==> src/rtl/miner_pkg.sv <==
// rtl/miner_pkg.sv - shared constants, record type and helpers for share_reporter; SHARE_HASH_EN adds hash words to records
package miner_pkg;

`ifdef SHARE_HASH_EN
    localparam int SOL_WORDS = 10;
`else
    localparam int SOL_WORDS = 2;
`endif
    localparam int IDX_W            = $clog2(SOL_WORDS);
    localparam int DEF_PIPE_LATENCY = 131;

    typedef enum logic {ST_IDLE, ST_SEND} sol_state_e;

    typedef struct packed {
        logic [31:0]  time_w;
        logic [31:0]  nonce;
`ifdef SHARE_HASH_EN
        logic [255:0] hash;
`endif
    } sol_rec_t;

    function automatic logic [255:0] bswap256(input logic [255:0] v);
        logic [255:0] r;
        for (int i = 0; i < 32; i++) begin
            r[8*i +: 8] = v[8*(31-i) +: 8];
        end
        return r;
    endfunction

endpackage

==> src/rtl/share_reporter_if.sv <==
// rtl/share_reporter_if.sv - share record word stream with valid/ready handshake
interface share_reporter_if;
    logic        sol_valid;
    logic        sol_ready;
    logic [31:0] sol_data;
    logic        sol_last;

    modport master (output sol_valid, output sol_data, output sol_last, input sol_ready);
    modport slave  (input sol_valid, input sol_data, input sol_last, output sol_ready);
endinterface

==> src/rtl/target_expand.sv <==
// rtl/target_expand.sv - compact target to byte-swapped 256-bit target, combinational
module target_expand
    import miner_pkg::*;
(
    input  logic [31:0]  target_i,
    output logic [255:0] target_sw_o
);
    logic [5:0]   exp_c;
    logic [8:0]   shamt;
    logic [255:0] raw;

    always_comb begin
        // exponents above 32 clamp to a zero shift; exponent 0 yields an unreachable target
        exp_c       = (target_i[7:0] > 8'd32) ? 6'd32 : target_i[5:0];
        shamt       = {6'd32 - exp_c, 3'b000};
        raw         = (exp_c == 6'd0) ? '0 : ({232'd0, target_i[31:8]} << shamt);
        target_sw_o = bswap256(raw);
    end
endmodule

==> src/rtl/share_reporter.sv <==
// rtl/share_reporter.sv - recovers {time,nonce} of hasher results, checks target, streams winning shares (SHARE_HASH_EN adds hash words)
module share_reporter
    import miner_pkg::*;
#(
    parameter int PIPE_LATENCY = DEF_PIPE_LATENCY,
    parameter int CNT_W        = 16
) (
    input  logic             CLK,
    input  logic             RST,
    input  logic             hash_valid,
    input  logic [255:0]     hash_in,
    input  logic [63:0]      counter_in,
    input  logic [31:0]      target_in,
    share_reporter_if.master sol,
    output logic [CNT_W-1:0] share_count,
    output logic [CNT_W-1:0] drop_count
);
    localparam logic [IDX_W-1:0] LAST_IDX = IDX_W'(SOL_WORDS - 1);

    logic [255:0]     target_sw;
    logic             s1_valid_q;
    logic [255:0]     s1_hash_sw_q;
    logic [255:0]     s1_target_q;
    logic [63:0]      s1_tag_q;
`ifdef SHARE_HASH_EN
    logic [255:0]     s1_hash_raw_q;
    logic [2:0]       hw_idx;
`endif
    sol_state_e       state_q, state_d;
    logic [IDX_W-1:0] idx_q, idx_d;
    sol_rec_t         act_q, act_d, pnd_q, pnd_d, new_rec;
    logic             pnd_vld_q, pnd_vld_d;
    logic [CNT_W-1:0] share_q, share_d, drop_q, drop_d;
    logic             hit, hs, finishing, dropped;

    target_expand u_target_expand (
        .target_i    (target_in),
        .target_sw_o (target_sw)
    );

    always_ff @(posedge CLK) begin
        if (RST) begin
            s1_valid_q <= 1'b0;
        end else begin
            s1_valid_q <= hash_valid;
        end
        s1_hash_sw_q <= bswap256(hash_in);
        s1_tag_q     <= counter_in - 64'(PIPE_LATENCY);
        s1_target_q  <= target_sw;
`ifdef SHARE_HASH_EN
        s1_hash_raw_q <= hash_in;
`endif
    end

    assign hit = s1_valid_q && (s1_hash_sw_q < s1_target_q);

    always_comb begin
        new_rec        = '0;
        new_rec.time_w = s1_tag_q[63:32];
        new_rec.nonce  = s1_tag_q[31:0];
`ifdef SHARE_HASH_EN
        new_rec.hash   = s1_hash_raw_q;
`endif
    end

    always_comb begin
        state_d   = state_q;
        idx_d     = idx_q;
        act_d     = act_q;
        pnd_d     = pnd_q;
        pnd_vld_d = pnd_vld_q;
        share_d   = share_q;
        drop_d    = drop_q;
        dropped   = 1'b0;
        hs        = (state_q == ST_SEND) && sol.sol_ready;
        finishing = hs && (idx_q == LAST_IDX);

        if (hit) begin
            share_d = share_q + CNT_W'(1);
        end

        unique case (state_q)
            ST_IDLE: begin
                if (hit) begin
                    state_d = ST_SEND;
                    act_d   = new_rec;
                    idx_d   = '0;
                end
            end
            ST_SEND: begin
                if (hs) begin
                    idx_d = idx_q + IDX_W'(1);
                end
                if (finishing) begin
                    idx_d = '0;
                    // pending moves up; a coincident hit takes the slot it vacates
                    if (pnd_vld_q) begin
                        act_d     = pnd_q;
                        pnd_vld_d = hit;
                        if (hit) begin
                            pnd_d = new_rec;
                        end
                    end else if (hit) begin
                        act_d = new_rec;
                    end else begin
                        state_d = ST_IDLE;
                    end
                end else if (hit) begin
                    if (!pnd_vld_q) begin
                        pnd_d     = new_rec;
                        pnd_vld_d = 1'b1;
                    end else begin
                        dropped = 1'b1;
                    end
                end
            end
            default: state_d = ST_IDLE;
        endcase

        if (dropped && (drop_q != {CNT_W{1'b1}})) begin
            drop_d = drop_q + CNT_W'(1);
        end
    end

    always_ff @(posedge CLK) begin
        if (RST) begin
            state_q   <= ST_IDLE;
            idx_q     <= '0;
            pnd_vld_q <= 1'b0;
            share_q   <= '0;
            drop_q    <= '0;
        end else begin
            state_q   <= state_d;
            idx_q     <= idx_d;
            pnd_vld_q <= pnd_vld_d;
            share_q   <= share_d;
            drop_q    <= drop_d;
        end
    end

    always_ff @(posedge CLK) begin
        act_q <= act_d;
        pnd_q <= pnd_d;
    end

`ifdef SHARE_HASH_EN
    assign hw_idx = 3'(4'd9 - 4'(idx_q));
`endif

    always_comb begin
        sol.sol_valid = (state_q == ST_SEND);
        sol.sol_last  = (state_q == ST_SEND) && (idx_q == LAST_IDX);
        sol.sol_data  = '0;
        if (state_q == ST_SEND) begin
            if (idx_q == '0) begin
                sol.sol_data = act_q.time_w;
            end else if (idx_q == IDX_W'(1)) begin
                sol.sol_data = act_q.nonce;
            end
`ifdef SHARE_HASH_EN
            else begin
                sol.sol_data = act_q.hash[{hw_idx, 5'd0} +: 32];
            end
`endif
        end
    end

    assign share_count = share_q;
    assign drop_count  = drop_q;

endmodule

==> src/flat_wrapper.sv <==
// flat-port wrapper written by rule: the top's interface ports become plain ports
module share_reporter_flat import miner_pkg::*;
#(
    parameter int PIPE_LATENCY = DEF_PIPE_LATENCY,
    parameter int CNT_W        = 16
)
  (CLK, RST, hash_valid, hash_in, counter_in, target_in, share_count, drop_count, sol_sol_valid, sol_sol_data, sol_sol_last, sol_sol_ready);
  share_reporter_if sol_i ();
  input  logic CLK;
  input  logic RST;
  input  logic hash_valid;
  input  logic [255:0] hash_in;
  input  logic [63:0] counter_in;
  input  logic [31:0] target_in;
  output logic [CNT_W-1:0] share_count;
  output logic [CNT_W-1:0] drop_count;
  output wire logic [$bits(sol_i.sol_valid)-1:0] sol_sol_valid;
  output wire logic [$bits(sol_i.sol_data)-1:0] sol_sol_data;
  output wire logic [$bits(sol_i.sol_last)-1:0] sol_sol_last;
  input wire logic [$bits(sol_i.sol_ready)-1:0] sol_sol_ready;
  assign sol_sol_valid = sol_i.sol_valid;
  assign sol_sol_data = sol_i.sol_data;
  assign sol_sol_last = sol_i.sol_last;
  assign sol_i.sol_ready = sol_sol_ready;
  share_reporter #(.PIPE_LATENCY(PIPE_LATENCY), .CNT_W(CNT_W)) u_core (.CLK(CLK), .RST(RST), .hash_valid(hash_valid), .hash_in(hash_in), .counter_in(counter_in), .target_in(target_in), .sol(sol_i), .share_count(share_count), .drop_count(drop_count));
endmodule
==> config.mk <==
export PLATFORM = sky130hd
export DESIGN_NAME = share_reporter_flat
export DESIGN_NICKNAME = d
export VERILOG_FILES = /design/src/rtl/miner_pkg.sv /design/src/rtl/share_reporter_if.sv /design/src/rtl/target_expand.sv /design/src/rtl/share_reporter.sv /design/src/flat_wrapper.sv
export SDC_FILE = /design/constraint.sdc
export NUM_CORES = 1
export LEC_CHECK = 0
export ABC_AREA = 0
export CAP_MARGIN = 10
export CORE_ASPECT_RATIO = 1.25
export CORE_UTILIZATION = 29
export CTS_CLUSTER_DIAMETER = 150
export DETAILED_ROUTE_END_ITERATION = 6
export GPL_TIMING_DRIVEN = 0
export PLACE_DENSITY = 0.49
export SKIP_LAST_GASP = 1
export SYNTH_ARGS = -nofsm -noshare
export SYNTH_HDL_FRONTEND = slang
export SYNTH_SLANG_ARGS = --single-unit
==> constraint.sdc <==
create_clock -name CLK -period 8.5 [get_ports CLK]
set_clock_uncertainty 0.1 [all_clocks]
set_input_delay 0.85 -clock CLK [delete_from_list [all_inputs] [get_ports CLK]]
set_output_delay 0.85 -clock CLK [all_outputs]
set_load 0.1 [all_outputs]
==> impl_metrics.yaml, run 1 <==
sta:
  final_max_slew_viol_count: 0
  finalHoldViolations: 0
  fin_crit_sh: 0.690
  setup_viol: 0
  relSlewSlack: 0.225
  period_needed_ns: 5.86
  final.setup.tns_ns: 0
  worst_slew_pin_slew_ns: 1.15
  rsz0062_at_grt: "no"
  clock.fmax_mhz: 171
min_path:
  hold_path_class: "reg2reg"
synthesis:
  ys_seq_area_frac: 0.556
  yosysMostFrequentCell: "dfxtp_1"
  ys_ff_latch: 740
  synthFlopType: "dfxtp_1"
  ys_top_cells_by_area: "dfxtp_1, edfxtp_1, ha_1"
  synth_area_leader_cell: "dfxtp_1"
  synth_area_per_cell_um2: 10.3
  syn_area_um2: 29000
  syn_nets: 3419
  synth_top_cell_area_share: 0.423
  syn_inst: 2804
  synth-edff-count: 128
  yosys-top-cells-count: "dfxtp_1, nor2_1, inv_1"
  synthDistinctLibCells: 74
  ys_warn_count: 0
  synth_async_sr_flop_share: 0
clock_tree:
  clkSinkCount: 740
  clock_latency_ns: 0.65
  cts_tree: "done"
  cts-root-buf: "clkbuf_16"
  cts_hold_buf: 0
  htreeDepth: 3
  cts_buffers: 79
  cts_max_path_buffers: 3
  clk_pin_slew_ns: 0.06
  post_cts_buffers: 0
  ctsResizeCount: 0
grt:
  grt.overflow.total: 0
  grt_first_pass_wirelength_um: 137000
  grt_usage: 0.185
  grt_max_degree: 48
  grt_pass1_vias: 21778
  antenna_found_initial: 30
routing:
  firstDrtPassIters: 5
  routed_via_density: 4.55
  routedWlPerCell_um: 20.1
  drtIter0Drc: 1235
  routed_wl_um: 94700
  antenna_left: 0
  vias: 21449
  drc_errors: 0
setup_path:
  endpoint_kind: "flip-flop"
  crit_type: "reg2reg"
  crit_required_ns: 8.74
  cp-start-kind: "flip-flop"
  cp.arrival_ns: 6.10
  cp_max_fo: 11
power:
  p_leak_nw: 14.1
  p_sw_mw: 2.20
  vdd.ir_drop.worst_mv: 0.147
  p_per_area_nw_per_um2: 226
  clkPwrFrac: 0.419
  p_int_mw: 6.38
  p_comb_frac: 0.115
  switching_share: 0.256
  seq_power_share: 0.466
cells_and_area:
  n_fill_cell: 9826
  drive_gt1_frac: 0.0624
  seqCellArea_um2: 16100
  area_growth_pct: 31.2
  final_core_util: 0.384
  multi_input_area_um2: 11600
  layout.nets: 3945
die:
  io_pins: 422
  num_rows: 129
  fp.dieW_um: 285
  core_area_um2: 98900
  die-area_um2: 101000
  start_util: 0.293
  die_h_um: 355
outcome:
  status: "finished, final reports clean"
placed_design:
  routabilityCongestion: 0.895
  hpwl_um: 74300
  portBuffers: 421
flow_run:
  maxCapViolCount: 0
cell type report:
class / instances / area share
antenna: 9 / 0.000593
clock buffer: 106 / 0.0582
sequential: 740 / 0.424
timing repair buffer: 445 / 0.120
tap: 1310 / 0.0432
inverter: 273 / 0.0270
multi-input combinational: 1717 / 0.306
clock inverter: 42 / 0.0132
buffer: 74 / 0.00787
layout by cell type (no fill, tap or decap), types with 50 or more instances in the layout:
cell type        count
dfxtp_1            612
clkdlybuf4s50_1    421
nor2_1             333
inv_1              271
ha_1               259
nand2_1            220
o21ai_0            135
edfxtp_1           128
a21oi_1            117
mux2i_1            104
clkbuf_16           80
clkbuf_1            77
nand4_1             56
nor3_1              50
state kept, by name (all words and copies together), names as in the netlist:
signal,flops
u_core.new_rec,64
u_core.s1_hash_sw_q,256
u_core.share_count,16
u_core.s1_valid_q,1
u_core.idx_q,1
u_core.drop_count,16
u_core.sol.sol_valid,1
u_core.s1_target_q,256
u_core.pnd_q,64
u_core.act_q,64
u_core.pnd_vld_q,1
through the flow:
stage	cell area [µm²]	power, mW	hold WS [ns]	setup WS (ns)	std cells
floorplan	29000	4.55	0.308	1.14	2804
global placement	34800	5.04	0.313	-3.93	4535
detailed placement	35200	5.07	0.316	2.66	4559
CTS	38000	8.70	0.328	2.62	4707
global route	38000	8.95	0.338	2.36	4711
finish	38000	8.58	0.329	2.64	4716
cell families (layout without fill, tap and decap cells):
| family | count (synthesis) | after routing | share of synthesized area |
|---|---|---|---|
| AOI/OAI and AO/OA | 412 | 412 | 0.0873 |
| and+or+nand+nor | 868 | 868 | 0.140 |
| DFF | 740 | 740 | 0.556 |
| muxes | 114 | 114 | 0.0398 |
| buffers and inverters | 347 | 940 | 0.0457 |
| xor gates and xnor gates | 64 | 64 | 0.0194 |
| other | 0 | 9 | 0 |
| adders and majority gates | 259 | 259 | 0.112 |
worst max-delay path: stages, from the launching register on:
cell and delay (ns):
dfxtp_1 0.31, inv_1 0.05, ha_1 0.30, a21o_1 0.18
a21o_1 0.17, a221oi_1 0.70, o21ai_0 0.19, a2111o_1 0.41
o21ai_0 0.89, nand3_1 0.50, buf_2 0.35, nor3_2 0.79
buf_6 0.25, buf_6 0.17, buf_6 0.18
layer usage:
| metal | global-route usage | part of all wire |
|---|---|---|
| met1 | 0.220 | 0.41 |
| met2 | 0.322 | 0.49 |
| met3 | 0.0476 | 0.071 |
| met4 | 0.0592 | 0.025 |
| met5 | 0 | 0.0019 |
worst paths after layout:
check	cells after the start	endpoint	slack, ns	from
setup / recovery	14	u_core.pnd_q[10]$_DFFE_PP_	2.64	u_core.s1_target_q[157]$_SDFF_PP0_
hold / removal	0	u_core.pnd_q[26]$_DFFE_PP_	0.33	u_core.new_rec[26]$_DFF_P_
setup reg to reg	14	u_core.pnd_q[10]$_DFFE_PP_	2.64	u_core.s1_target_q[157]$_SDFF_PP0_
hold reg to reg	0	u_core.pnd_q[26]$_DFFE_PP_	0.33	u_core.new_rec[26]$_DFF_P_
power by group through the flow:
stage | clock network (mW) | logic, mW | registers (mW)
after floorplan | 0 | 0.539 | 4.01
after global placement | 0 | 0.955 | 4.08
after detailed placement | 0 | 0.994 | 4.07
after CTS | 3.70 | 0.999 | 4.00
after global routing | 3.84 | 1.09 | 4.02
final | 3.59 | 0.988 | 4.00
Note: power is estimated with default switching activity, not from simulation.
==> run 2, diff against run 1 <==
- PLACE_DENSITY: 0.49 -> 0.51
- clock period: 8.5 -> 4.9 ns (I/O delays scaled with it)
==> run 2 against run 1 <==
Cell count shrank 0.19%. Die area did not move. Via count rose by 0.48%. Critical path depth is the same. Highest routed layer unchanged. Sequential cell count unchanged. Non-clock buffer count decreased by 1. Setup slack worse by 2.4 ns. Clock power up 70%. Register-to-register slack worse by 2.4 ns.
==> impl_metrics.yaml, run 2 (synthesis gave the netlist of run 1 again) <==
grt:
  grt.overflow.total: 0
  antenna_found_initial: 18
  grt_pass1_vias: 21529
  grt_first_pass_wirelength_um: 136000
  grt_max_degree: 47
  grt_usage: 0.183
setup_path:
  crit_required_ns: 5.18
  path_cells: "inv_1, ha_1, nand4_1, or4_1, or2_1, nor3_1, nand4_1, or3_1, nand3_1, buf_2, nor3_4, buf_12, buf_16, buf_16"
  r2r_slack_ns: 0.26
  worst-path-stages: 14
  cp.arrival_ns: 4.92
  crit_type: "reg2reg"
  cpMaxStageDelayCell: "or4_1"
  critical_path.top_delay_family: "simple AND/OR/NAND/NOR gates"
  ff2ff_path_depth: 14
  endpoint_kind: "flip-flop"
  timing.critical_path.buf_inv: 5
  cp_max_fo: 16
  cp_slowest_stage_delay_ns: 0.69
  cp-start-kind: "flip-flop"
die:
  num_rows: 129
  core_area_um2: 98900
  die_h_um: 355
  io_pins: 422
  fp.dieW_um: 285
  start_util: 0.293
  die-area_um2: 101000
clock_tree:
  cts_tree: "done"
  cts_buffers: 81
  clk_pin_slew_ns: 0.07
  cts-root-buf: "clkbuf_16"
  cts_max_path_buffers: 3
  clock_latency_ns: 0.64
  clkSinkCount: 740
  htreeDepth: 3
sta:
  fin_crit_sh: 0.947
  period_needed_ns: 4.64
  rsz0062_at_grt: "no"
  worst_slew_pin_slew_ns: 1.27
  fin_ws_ns: 0.260
  clock.fmax_mhz: 216
  final.setup.tns_ns: 0
  relSlewSlack: 0.148
  setup_viol: 0
  final_max_slew_viol_count: 0
  finalHoldViolations: 0
cells_and_area:
  instances_no_fill: 4707
  largestRegisters: "u_core.s1_hash_sw_q (256), u_core.s1_target_q (256)"
  final_common_cell: "dfxtp_1"
  drive_gt1_frac: 0.0631
  area_growth_pct: 31.2
  layout.nets: 3946
  layout_common_cells: "dfxtp_1, clkdlybuf4s50_1, nor2_1"
  final_core_util: 0.384
routing:
  drtIter0Drc: 1163
  routed_wl_um: 94500
  firstDrtPassIters: 7
  vias: 21553
  routedWlPerCell_um: 20.1
  routed_via_density: 4.58
  antenna_left: 0
  drc_errors: 0
flow_run:
  maxCapViolCount: 0
power:
  p_per_area_nw_per_um2: 388
  p_leak_nw: 14.1
  vdd.ir_drop.worst_mv: 0.243
  power_mw: 14.7
placed_design:
  routabilityCongestion: 0.933
  place_ws_ns: -0.393
  dp.cells: 4556
  hpwl_um: 73400
  portBuffers: 421
min_path:
  hold_path_class: "in2reg"
  hold_path_depth: 1
outcome:
  status: "finished, final reports clean"
-- run 2: through the flow --
stage | hold slack (ns) | area [µm²]
global route | 0.161 | 38000
CTS | 0.138 | 37900
floorplan | 0.308 | 29000
global placement | 0.313 | 34800
detailed placement | 0.317 | 35300
finish | 0.187 | 38000
-- run 2: path summary, 6_finish.rpt --
path / from / endpoint
max: u_core.s1_target_q[191]$_SDFF_PP0_ / u_core.pnd_q[14]$_DFFE_PP_
max reg2reg: u_core.s1_target_q[191]$_SDFF_PP0_ / u_core.pnd_q[14]$_DFFE_PP_
min reg2reg: u_core.new_rec[56]$_DFF_P_ / u_core.pnd_q[56]$_DFFE_PP_
min: hash_in[6] / u_core.s1_hash_sw_q[254]$_DFF_P_
-- run 2: final cells by class --
class | instances | area [µm²]
Antenna cell | 4 | 10.0
Timing Repair Buffer | 444 | 4600
Multi-Input combinational cell | 1717 | 11700
Tap cell | 1310 | 1640
Inverter | 273 | 1020
Clock buffer | 108 | 2280
Sequential cell | 740 | 16100
Fill cell | 9809 | 61000
Buffer | 74 | 299
Clock inverter | 37 | 362
-- run 2: repair_timing --
action | in CTS | in global routing
buffers inserted | 2 | 0
hold buffers | 0 | 0
pin swaps | 1 | 0
endpoints found under the setup margin | 65 | 44
gates resized for setup | 2 | 4
hold endpoints to repair | 0 | 0
-- run 2: metal layers --
| metal | track usage | part of all wire |
|---|---|---|
| met3 | 0.0397 | 0.064 |
| met5 | 0 | 0.0012 |
| met4 | 0.0642 | 0.032 |
| met2 | 0.318 | 0.48 |
| met1 | 0.221 | 0.42 |
-- run 2: worst register-to-register path: stages (launching register included) --
cell and delay (ns):
dfxtp_1 0.31, inv_1 0.06, ha_1 0.29, nand4_1 0.13
or4_1 0.69, or2_1 0.32, nor3_1 0.37, nand4_1 0.42
or3_1 0.54, nand3_1 0.28, buf_2 0.34, nor3_4 0.07
buf_12 0.15, buf_16 0.15, buf_16 0.16
-- run 2: power breakdown --
part / leakage (nW) / internal [mW] / switching, mW
registers: 6.32 / 6.70 / 0.232
clock network: 1.30 / 3.50 / 2.58
logic: 6.46 / 0.741 / 0.986
==> run 3, diff against run 2 <==
- CORE_MARGIN: not set -> 2
- clock period: 4.9 -> 4 ns (I/O delays scaled with it)
==> run 3 against run 2 <==
Clock power grew 23%. Setup slack lost 0.13 ns. Sequential share of layout area shrank 0.51 points. Critical path depth shrank 3. Die area grew 1.3%. Wire length grew 1.6%. First-iteration DRC count shrank 15%. Final area grew 1.2%. Sequential cell count is the same. Core utilization grew 0.46 points.
==> impl_metrics.yaml, run 3 (synthesis gave the netlist of run 1 again) <==
outcome:
  status: "finished, final reports clean"
sta:
  clock.fmax_mhz: 259
  final_max_slew_viol_count: 0
  worst_slew_pin_slew_ns: 1.22
  period_needed_ns: 3.87
  setup_viol: 0
  fin_crit_sh: 0.967
  relSlewSlack: 0.180
  finalHoldViolations: 0
  rsz0062_at_grt: "no"
clock_tree:
  cts_max_path_buffers: 3
  cts_tree: "done"
  clkSinkCount: 740
  clk_pin_slew_ns: 0.06
  cts-root-buf: "clkbuf_16"
  cts_hold_buf: 0
  htreeDepth: 3
  clock_latency_ns: 0.67
  cts_buffers: 80
placed_design:
  hpwl_um: 75100
  routabilityCongestion: 0.928
  dp.cells: 4558
  placed_cell_area_um2: 35400
  portBuffers: 421
die:
  die_h_um: 357
  io_pins: 422
  fp.dieW_um: 287
  die-area_um2: 102000
  core_area_um2: 98900
  start_util: 0.293
  num_rows: 129
grt:
  grt_first_pass_wirelength_um: 139000
  grt_max_degree: 60
  grt_pass1_vias: 22160
  grt.overflow.total: 0
  grt_usage: 0.185
  antenna_found_initial: 25
setup_path:
  critical_path.top_delay_family: "simple AND/OR/NAND/NOR gates"
  cpMaxStageDelayCell: "a2111oi_4"
  cp_max_fo: 9
  cp.arrival_ns: 4.31
  timing.critical_path.buf_inv: 1
  cp-start-kind: "primary input"
  r2r-start: "u_core.s1_target_q[47]$_SDFF_PP0_"
  path_cells: "clkdlybuf4s50_1, ha_1, or4_1, nor2_1, o21bai_1, a2111oi_4, nand3_2, nor4_4, nand2_1, nor2_1, xor2_1"
  crit_required_ns: 4.44
  crit_type: "in2reg"
  endpoint_kind: "flip-flop"
  critPathLaunch: "counter_in[0]"
  crit_top_cell: "nor2_1"
  cp_slowest_stage_delay_ns: 0.80
min_path:
  worstHoldStart: "hash_in[36]"
  hold_path_class: "in2reg"
routing:
  drc_errors: 0
  routed_wl_um: 96000
  antenna_left: 0
  routed_via_density: 4.61
  drtIter0Drc: 985
  firstDrtPassIters: 5
  vias: 21792
  routedWlPerCell_um: 20.3
flow_run:
  maxCapViolCount: 0
cells_and_area:
  postLayoutCellArea_um2: 38400
  drive_gt1_frac: 0.0816
  area_growth_pct: 32.8
  layout.nets: 3960
  final_common_cell: "dfxtp_1"
  layout_common_cells: "dfxtp_1, clkdlybuf4s50_1, nor2_1"
  instances_no_fill: 4724
  n_fill_cell: 9819
  largestRegisters: "u_core.s1_hash_sw_q (256), u_core.s1_target_q (256)"
power:
  vdd.ir_drop.worst_mv: 0.273
  p_per_area_nw_per_um2: 472
  p_leak_nw: 14.5
  power_mw: 18.1
## run 3: area by class of cell
| type | count | area (µm²) | area share |
|---|---|---|---|
| Antenna cell | 8 | 20.0 | 0.000521 |
| Buffer | 73 | 327 | 0.00850 |
| Clock buffer | 106 | 2200 | 0.0572 |
| Clock inverter | 37 | 440 | 0.0115 |
| Inverter | 273 | 1030 | 0.0268 |
| Multi-Input combinational cell | 1717 | 12000 | 0.312 |
| Sequential cell | 740 | 16100 | 0.419 |
| Tap cell | 1310 | 1640 | 0.0426 |
| Timing Repair Buffer | 460 | 4680 | 0.122 |
## run 3: where the power goes
| part | internal, mW | leakage, nW | switching (mW) |
|---|---|---|---|
| combinational | 0.917 | 6.85 | 1.22 |
| clock | 4.31 | 1.30 | 3.17 |
| sequential | 8.20 | 6.32 | 0.306 |
## run 3: metal layers
metal / track usage / part of all wire / wire length (µm)
met1: 0.215 / 0.40 / 38600
met2: 0.317 / 0.48 / 46000
met3: 0.0626 / 0.085 / 8150
met4: 0.0617 / 0.031 / 2970
met5: 0 / 0.0021 / 204
## run 3: per-stage QoR
stage               worst slack [ns]  hold WS, ns  utilization  TNS, ns
global route                 0.00152       0.0539        0.388        0
floorplan                     -0.258        0.308            -   -16.49
CTS                           -0.111       0.0313        0.387    -1.24
finish                         0.133       0.0756        0.388        0
detailed placement             -1.53        0.320        0.357  -387.00
global placement               -2.93        0.312        0.352  -608.04
## run 3: worst paths after layout
path	endpoint	slack [ns]	depth (start not counted)
worst max-delay path	u_core.new_rec[62]$_DFF_P_	0.13	11
worst min-delay path	u_core.s1_hash_sw_q[220]$_DFF_P_	0.08	1
worst max register to register	u_core.drop_count[10]$_SDFFE_PP0P_	0.19	14
worst min register to register	u_core.pnd_q[14]$_DFFE_PP_	0.31	0
## run 3: worst reg2reg max path, stage by stage (launching register included)
cell	delay, ns
dfxtp_1	0.31
inv_1	0.04
ha_1	0.30
a21oi_1	0.15
o21ai_0	0.14
a221oi_2	0.45
o221ai_1	0.24
a2111oi_4	0.30
buf_4	0.21
buf_4	0.12
nor3_2	0.05
or4_4	0.50
buf_6	0.16
nor4_2	0.30
mux2_1	0.35
## run 3: timing repair
action | CTS | global route
resized for setup | 61 | 48
pin swaps | 14 | 5
endpoints found under the setup margin | 321 | 299
buffers inserted | 14 | 4
